==> config.mk <==
export PLATFORM = sky130hd
export DESIGN_NAME = fetch_ctrl
export DESIGN_NICKNAME = d
export VERILOG_FILES = /design/src/rtl/fetch_ctrl_pkg.sv /design/src/rtl/sat_counter.sv /design/src/rtl/fetch_ctrl.sv
export SDC_FILE = /design/constraint.sdc
export NUM_CORES = 1
export LEC_CHECK = 0
export CAP_MARGIN = 25
export CORE_MARGIN = 2
export CORE_UTILIZATION = 50
export CTS_CLUSTER_DIAMETER = 50
export DETAILED_ROUTE_END_ITERATION = 10
export PLACE_DENSITY = 0.79
export RECOVER_POWER = 100
export SETUP_SLACK_MARGIN = 0.05
export SLEW_MARGIN = 20
export SYNTH_ARGS = -nofsm -noshare
export SYNTH_HDL_FRONTEND = slang
export SYNTH_SLANG_ARGS = --single-unit
export TNS_END_PERCENT = 20
==> constraint.sdc <==
create_clock -name clk -period 2.7 [get_ports clk]
set_input_delay 0.54 -clock clk [delete_from_list [all_inputs] [get_ports clk]]
set_output_delay 0.54 -clock clk [all_outputs]
set_load 0.05 [all_outputs]
==> src/rtl/fetch_ctrl_pkg.sv <==
// Shared definitions for the fetch/decode pipeline control block:
// FSM state encodings, the default load-use bubble count and the width
// of the internal bubble-remaining counter.
package fetch_ctrl_pkg;

    typedef enum logic [1:0] {
        ST_RUN   = 2'b00,
        ST_STALL = 2'b01,
        ST_RSVD  = 2'b10,   // unused encoding, recovers to ST_RUN
        ST_HALT  = 2'b11
    } state_t;

    // Bubbles inserted per load-use hazard unless overridden (legal 1..15).
    localparam int unsigned LOAD_STALL_CYCLES_DEF = 1;

    // Width of the bubbles-remaining counter; holds up to 15.
    localparam int unsigned REM_W = 4;

endpackage

==> src/rtl/sat_counter.sv <==
// Saturating event counter: counts inc pulses, sticks at all-ones,
// synchronous clear wins over a same-cycle increment.
module sat_counter #(
    parameter int unsigned WIDTH = 16
) (
    input  logic             clk,
    input  logic             reset_n,
    input  logic             inc,
    input  logic             clr,
    output logic [WIDTH-1:0] count
);

    // Count register with clear priority and saturation at all-ones.
    always_ff @(posedge clk or negedge reset_n) begin
        if (!reset_n) begin
            count <= '0;
        end else if (clr) begin
            count <= '0;
        end else if (inc && (count != '1)) begin
            // NOTE: sequential state uses <= so every flop samples pre-edge values.
            count <= count + WIDTH'(1);
        end
    end

endmodule

==> src/rtl/fetch_ctrl.sv <==
// Fetch-stage pipeline control: turns ID-stage hazard/redirect events and
// debug halt/resume into PC / IF-ID / ID-EX control, and counts load-use
// bubbles and redirects. Control outputs respond in the same cycle; the
// FSM state and the counters are registered.
module fetch_ctrl
    import fetch_ctrl_pkg::*;
#(
    parameter int unsigned LOAD_STALL_CYCLES = LOAD_STALL_CYCLES_DEF,
    parameter int unsigned CNT_WIDTH         = 16
) (
    input  logic                 clk,
    input  logic                 reset_n,
    input  logic                 load_use,
    input  logic                 branch_taken,
    input  logic                 jump,
    input  logic                 halt_req,
    input  logic                 resume,
    input  logic                 cnt_clr,
    output logic                 pc_en,
    output logic                 ifid_en,
    output logic                 ifid_flush,
    output logic                 idex_flush,
    output logic [1:0]           state,
    output logic [CNT_WIDTH-1:0] stall_count,
    output logic [CNT_WIDTH-1:0] flush_count
);

    state_t           state_q, state_d;
    logic [REM_W-1:0] rem_q, rem_d;       // bubbles still to insert, STALL only
    logic             pend_q, pend_d;     // halt requested while stalling
    logic             arm_q, arm_d;       // halt_req is honoured only while armed
    logic             stall_inc, flush_inc;

    wire halt_ok  = halt_req & arm_q;
    wire redirect = branch_taken | jump;

    assign state = state_q;

    // Next-state and same-cycle pipeline control decode.
    always_comb begin
        // NOTE: every signal gets a default first, so no path leaves one unassigned and no latch is inferred.
        pc_en      = 1'b1;
        ifid_en    = 1'b1;
        ifid_flush = 1'b0;
        idex_flush = 1'b0;
        stall_inc  = 1'b0;
        flush_inc  = 1'b0;
        state_d    = state_q;
        rem_d      = rem_q;
        pend_d     = pend_q;

        unique case (state_q)
            ST_RUN: begin
                if (halt_ok) begin
                    pc_en   = 1'b0;
                    ifid_en = 1'b0;
                    state_d = ST_HALT;
                end else if (redirect) begin
                    ifid_flush = 1'b1;
                    flush_inc  = 1'b1;
                end else if (load_use) begin
                    pc_en      = 1'b0;
                    ifid_en    = 1'b0;
                    idex_flush = 1'b1;
                    stall_inc  = 1'b1;
                    if (LOAD_STALL_CYCLES > 1) begin
                        state_d = ST_STALL;
                        rem_d   = REM_W'(LOAD_STALL_CYCLES - 1);
                    end
                end
            end
            ST_STALL: begin
                // Redirects and new hazards are ignored until the bubbles drain.
                pc_en      = 1'b0;
                ifid_en    = 1'b0;
                idex_flush = 1'b1;
                stall_inc  = 1'b1;
                rem_d      = rem_q - REM_W'(1);
                if (rem_q == REM_W'(1)) begin
                    state_d = (pend_q || halt_ok) ? ST_HALT : ST_RUN;
                    pend_d  = 1'b0;
                end else if (halt_ok) begin
                    pend_d = 1'b1;
                end
            end
            ST_HALT: begin
                pc_en   = 1'b0;
                ifid_en = 1'b0;
                if (resume) begin
                    state_d = ST_RUN;
                end
            end
            default: begin
                state_d = ST_RUN;
            end
        endcase

        // Re-arm once halt_req drops; disarm when resuming with it still high.
        if (!halt_req) begin
            arm_d = 1'b1;
        end else if ((state_q == ST_HALT) && resume) begin
            arm_d = 1'b0;
        end else begin
            arm_d = arm_q;
        end
    end

    // FSM state, stall bookkeeping and halt arming registers.
    always_ff @(posedge clk or negedge reset_n) begin
        if (!reset_n) begin
            state_q <= ST_RUN;
            rem_q   <= '0;
            pend_q  <= 1'b0;
            arm_q   <= 1'b1;
        end else begin
            state_q <= state_d;
            rem_q   <= rem_d;
            pend_q  <= pend_d;
            arm_q   <= arm_d;
        end
    end

    sat_counter #(.WIDTH(CNT_WIDTH)) u_stall_cnt (
        .clk     (clk),
        .reset_n (reset_n),
        .inc     (stall_inc),
        .clr     (cnt_clr),
        .count   (stall_count)
    );

    sat_counter #(.WIDTH(CNT_WIDTH)) u_flush_cnt (
        .clk     (clk),
        .reset_n (reset_n),
        .inc     (flush_inc),
        .clr     (cnt_clr),
        .count   (flush_count)
    );

endmodule

### Yosys cells after proc, flatten, opt, wreduce, memory -nomap -nowiden

Index checks and enable logic that the tools add are counted.

| word-level totals | value |
|---|---|
| register bits | 40 |
| input port bits | 8 |
| output and inout bits | 38 |
| logic and storage cells | 55 |

| cells by class | value |
|---|---|
| add/subtract/negate cells | 3 |
| equal/unequal tests | 9 |
| multiplexer cells | 24 |
| bitwise logic cells | 2 |
| reductions and logical operators | 11 |

Operators with widths:

| kind | count |
|---|---|
| $mux W16 | 4 |
| $add A16 B1 Y16 const B | 2 |
| $ne A16 B16 Y1 const B | 2 |
| $mux W1 | 13 |
| $mux W2 | 4 |
| $ne A2 B2 Y1 const B | 3 |
| $pmux W2 S3 | 1 |
| $reduce_bool A2 Y1 | 3 |
| $eq A4 B1 Y1 const B | 1 |
| $pmux W1 S2 | 2 |
| $sub A4 B1 Y4 const B | 1 |
| $logic_and A1 B1 Y1 | 3 |
| $reduce_and A3 Y1 | 1 |
| $eq A2 B1 Y1 const B | 1 |
| $eq A2 B2 Y1 const B | 1 |
| $logic_not A2 Y1 | 1 |
| $ne A2 B1 Y1 const B | 1 |
| $reduce_and A2 Y1 | 1 |
| $reduce_or A2 Y1 | 1 |
| $and A1 B1 Y1 | 1 |
| $logic_or A1 B1 Y1 | 1 |
| $or A1 B1 Y1 | 1 |

### Depth between registers and ports, before layout

| logic depth | value |
|---|---|
| depth in word-level cells | 7 |
| gate-level depth with buffers | 7 |
| depth with buffers taken out | 5 |

### Cells and area by module

From an unflattened synthesis, not the netlist that was laid out.

| unflattened totals | value |
|---|---|
| cells, all modules | 209 |
| area total of the unflattened synthesis | 2014.4 um^2 |

By module, submodules not included:

| module | instances | cells an instance | area each (um^2) | seq. area each (um^2) |
|---|---|---|---|---|
| sat_counter | 2 | 98 | 942.2 | 400.4 |
| fetch_ctrl | 1 | 13 | 130.1 | 51.3 |

### Worst setup path after synthesis

Ideal clock, no wire load.

| timing path | value |
|---|---|
| path kind | flip-flop to output port |
| start | register state_q[0] (netlist: state[0]) |
| end | output pc_en |
| data arrival time | 1.848 ns |
| data required time | 2.160 ns |
| slack | 0.312 ns |
| cell stages (with the launch flop) | 4 |
| path buffers | 1 |
| cells stage by stage | dfrtp_1 > a21o_1 > nor2_1 > buf_4 |

| on the way | value |
|---|---|
| word-level cells in the longest chain between the ends | 3 |
| elaborated cells on any way between the ends | 5 |
| classes of those cells | eq/ne (2); mux (1); reduce/logical (2) |

Ends and longest elaborated chain:

| item | RTL line | text |
|---|---|---|
| from (decl) | fetch_ctrl.sv:28 | `state_t state_q, state_d;` |
| from (signal assigned) | fetch_ctrl.sv:116 | `state_q <= state_d;` |
| $eq A2 B2 Y1 / $eq A2 B1 Y1 (equally long branches) | -- |  |
| $reduce_or A2 Y1 (no source line) | -- |  |
| $pmux W1 S2 * | -- |  |
| to (decl) | fetch_ctrl.sv:19 | `output logic pc_en,` |

Every way passes the cells marked *; elsewhere a longest branch is shown, timed or not.

### Worst setup path after layout

| timing path | value |
|---|---|
| start | input halt_req |
| end | output idex_flush |

| on the way | value |
|---|---|
| word-level cells in the longest chain between the ends | 3 |

Ends and longest elaborated chain:

| item | RTL line | text |
|---|---|---|
| from (decl) | fetch_ctrl.sv:16 | `input logic halt_req,` |
| $and A1 B1 Y1 | fetch_ctrl.sv:34 | `wire halt_ok = halt_req & arm_q;` |
| $mux W1 | fetch_ctrl.sv:54 | `if (halt_ok) begin` |
| $pmux W1 S2 | fetch_ctrl.sv:52 | `unique case (state_q)` |
| to (decl) | fetch_ctrl.sv:22 | `output logic idex_flush,` |

No other way between the ends.

==> results.toml <==
[global_route]
grtUsageTotal = 0.2471
grt_max_degree = 35
grt_use_met1 = 0.3444
antenna_found_initial = 0
busiest_layer = "met2"
use_met3 = 0.06250
first_global_vias = 1849
grt-ovfl-total = 0
grt_pass1_wl_um = 8638
met2_usage = 0.3774

[detailed_routing]
ant_nets = 0
drt_wl_total_um = 5086
initialDrtViolationCount = 109
wl_per_cell_um = 15.70
drc = 0
drtPass1Iterations = 4
vias = 1965
vias_per_cell = 6.065

[clocking]
holdBufCountCts = 0
cts_made_buffers = 5
postCtsSetupRepairBufs = 0
clock_path_buffers = 2
cts.sinks = 34
cts_root_buf = "clkbuf_8"
post_cts_resize_count = 0
htreeDepth = 2
clock_latency_ns = 0.29
path_clk_slew_ns = 0.07
tritoncts = "built"

[power_and_ir_drop]
switchingPower_uw = 302.4
power_density_nw_per_um2 = 426.8
p_leak_nw = 1.098
seqPwrFrac = 0.461
power_mw = 1.138
p_clk_frac = 0.408
p_int_uw = 835.5
comb_power_share = 0.131
ir_drop_uv = 266.2
swShare = 0.2657

[synth]
synthCells = 221
synth_ff_type = "dfrtp_1"
synth_edf_count = 0
seq_area_frac_synth = 0.4142
yosysTopAreaCell = "dfrtp_1"
synth_cell_type_count = 46
syn-num-nets = 231
synthTopCellsByArea = "dfrtp_1, a21oi_1, o31ai_1"
yosysTopAreaCellShare = 0.4015
yosysWarnings = 0
ys_ff_latch = 34
synth_area_um2 = 2057
postSynth.asyncResetShare = 1.000
syn_area_per_cell_um2 = 9.308

[layout]
stdcell_area_um2 = 2666
drive_above_1_share = 0.1204
final_cell_mix = "dlygate4sd3_1, dfrtp_1, a21oi_1"
finish.utilization = 0.6714
layout_commonest_cell = "dlygate4sd3_1"
area_growth_syn_to_layout_pct = 29.62
antenna_cells = 0
fillers = 347
fin_nets = 283

[worst_hold_path]
whs_path_depth = 2
hold-path-endpoint = "arm_q"
hp-class = "reg -> reg"
min_from = "arm_q"

[timing]
period_needed_ns = 2.479
slew_headroom = 0.2403
setup_viol = 0
max_freq_ghz = 0.4033
period_share = 0.9183
worst_slew_pin_slew_ns = 1.130
slew_violations = 0
final.setup.tns_ns = 0
whs_ns = 0.4864
worst_clock_skew_ns = 0.005886
rsz0062_at_grt = "no"
hold_violations = 0

[critical_path]
start_kind = "input pin"
crit_cells = 5
reg2reg_slack_ns = 0.34
reg2reg_from = "u_flush_cnt.count[0]"
crit_type = "in -> out"
r2r-end = "u_flush_cnt.count[1]"
critPathCaptureType = "output pin"
cp_cell_sequence = "clkdlybuf4s50_1 -> a21oi_1 -> clkbuf_1 -> and2_1 -> buf_12"
critPathBufInv = 3
worstPathArrival_ns = 1.94
cp_slowest_stage_delay_ns = 0.45
cp_slowest_cell = "clkdlybuf4s50_1"
required_ns = 2.16
cp_max_fo = 5
cp_top_family = "buffers and inverters"
r2r_cells = 6

[floorplanning]
initial_core_util = 0.5180
die_y_um = 68.14
dieWidth_um = 68.14
rows = 23
dieArea_um2 = 4643
core_um2 = 3971
io-pin-count = 46

[place]
place_congestion = 0.8810
port_buffers = 45
dp_hpwl_um = 3633
dpl-instance-area_um2 = 2589

[status]
status = "finished, final reports clean"

[run]
cap_violations = 0
synthesized netlist by cell type (4+ instances only):
master,n
dfrtp_1,33
a21oi_1,21
nand2_1,14
nand4_1,13
o31ai_1,13
or4_1,13
nor2_1,12
nand3_1,9
nor2b_1,8
mux2_2,7
nor4_1,7
o21ai_0,7
inv_1,6
and3_1,4
or3_1,4
worst register-to-register path, delay by kind of cell, from the launching register on:
| family | cells | cell delay (ns) |
|---|---|---|
| compound gates | 1 | 0.06 |
| fa+ha+maj | 1 | 0.24 |
| buf+inv | 1 | 0.31 |
| flops | 1 | 0.42 |
| simple gates | 3 | 1.22 |
logic make-up (layout without fill, tap and decap cells):
group	after synthesis	in the layout	share of synthesized area
simple gates	105	105	0.3120
fa+ha+maj	2	2	0.01216
buf+inv	17	70	0.04927
mux	9	9	0.04806
flops	34	34	0.4142
compound gates	54	54	0.1642
metal layers:
layer | vias up | wire length (um)
li1 | 959 | -
met1 | 952 | 2393
met2 | 50 | 2396
met3 | 4 | 274
met4 | 0 | 21
met5 | - | 0
power by group through the flow:
stage / Combinational, mW / Clock (mW) / Sequential (mW)
CTS: 0.160 / 0.477 / 0.525
detailed placement: 0.159 / 0 / 0.535
global placement: 0.158 / 0 / 0.535
finish: 0.149 / 0.464 / 0.525
floorplan: 0.0761 / 0 / 0.552
global route: 0.162 / 0.502 / 0.526
registers in the layout (all words and copies together), names as in the netlist:
name               flops
u_flush_cnt.count     16
u_stall_cnt.count     16
arm_q                  1
state                  1
worst max path at each step:
| stage | slack [ns] | to | startpoint |
|---|---|---|---|
| floorplan | 0.31 | pc_en | state[0] |
| global placement | 0.13 | u_flush_cnt.count[9] | halt_req |
| detailed placement | 0.07 | u_flush_cnt.count[9] | halt_req |
| CTS | 0.28 | ifid_flush | halt_req |
| global route | 0.1 | ifid_flush | halt_req |
| finish | 0.22 | idex_flush | halt_req |
through the flow:
step                setup slack [ns]  instances
floorplan                     0.3120        221
global placement              0.1344        316
detailed placement           0.07488        316
CTS                           0.2804        324
global route                 0.09652        324
finish                        0.2206        324
final cells by class:
| cell class | count | area (um2) | share of cell area |
|---|---|---|---|
| multi-input combinational | 170 | 1095 | 0.4106 |
| tap | 50 | 62.56 | 0.02346 |
| clock inverter | 3 | 40.04 | 0.01502 |
| clock buffer | 5 | 68.82 | 0.02581 |
| inverter | 6 | 22.52 | 0.008447 |
| sequential | 34 | 852.1 | 0.3196 |
| timing repair buffer | 56 | 525.5 | 0.1971 |
Note: power is estimated with default switching activity, not from simulation.
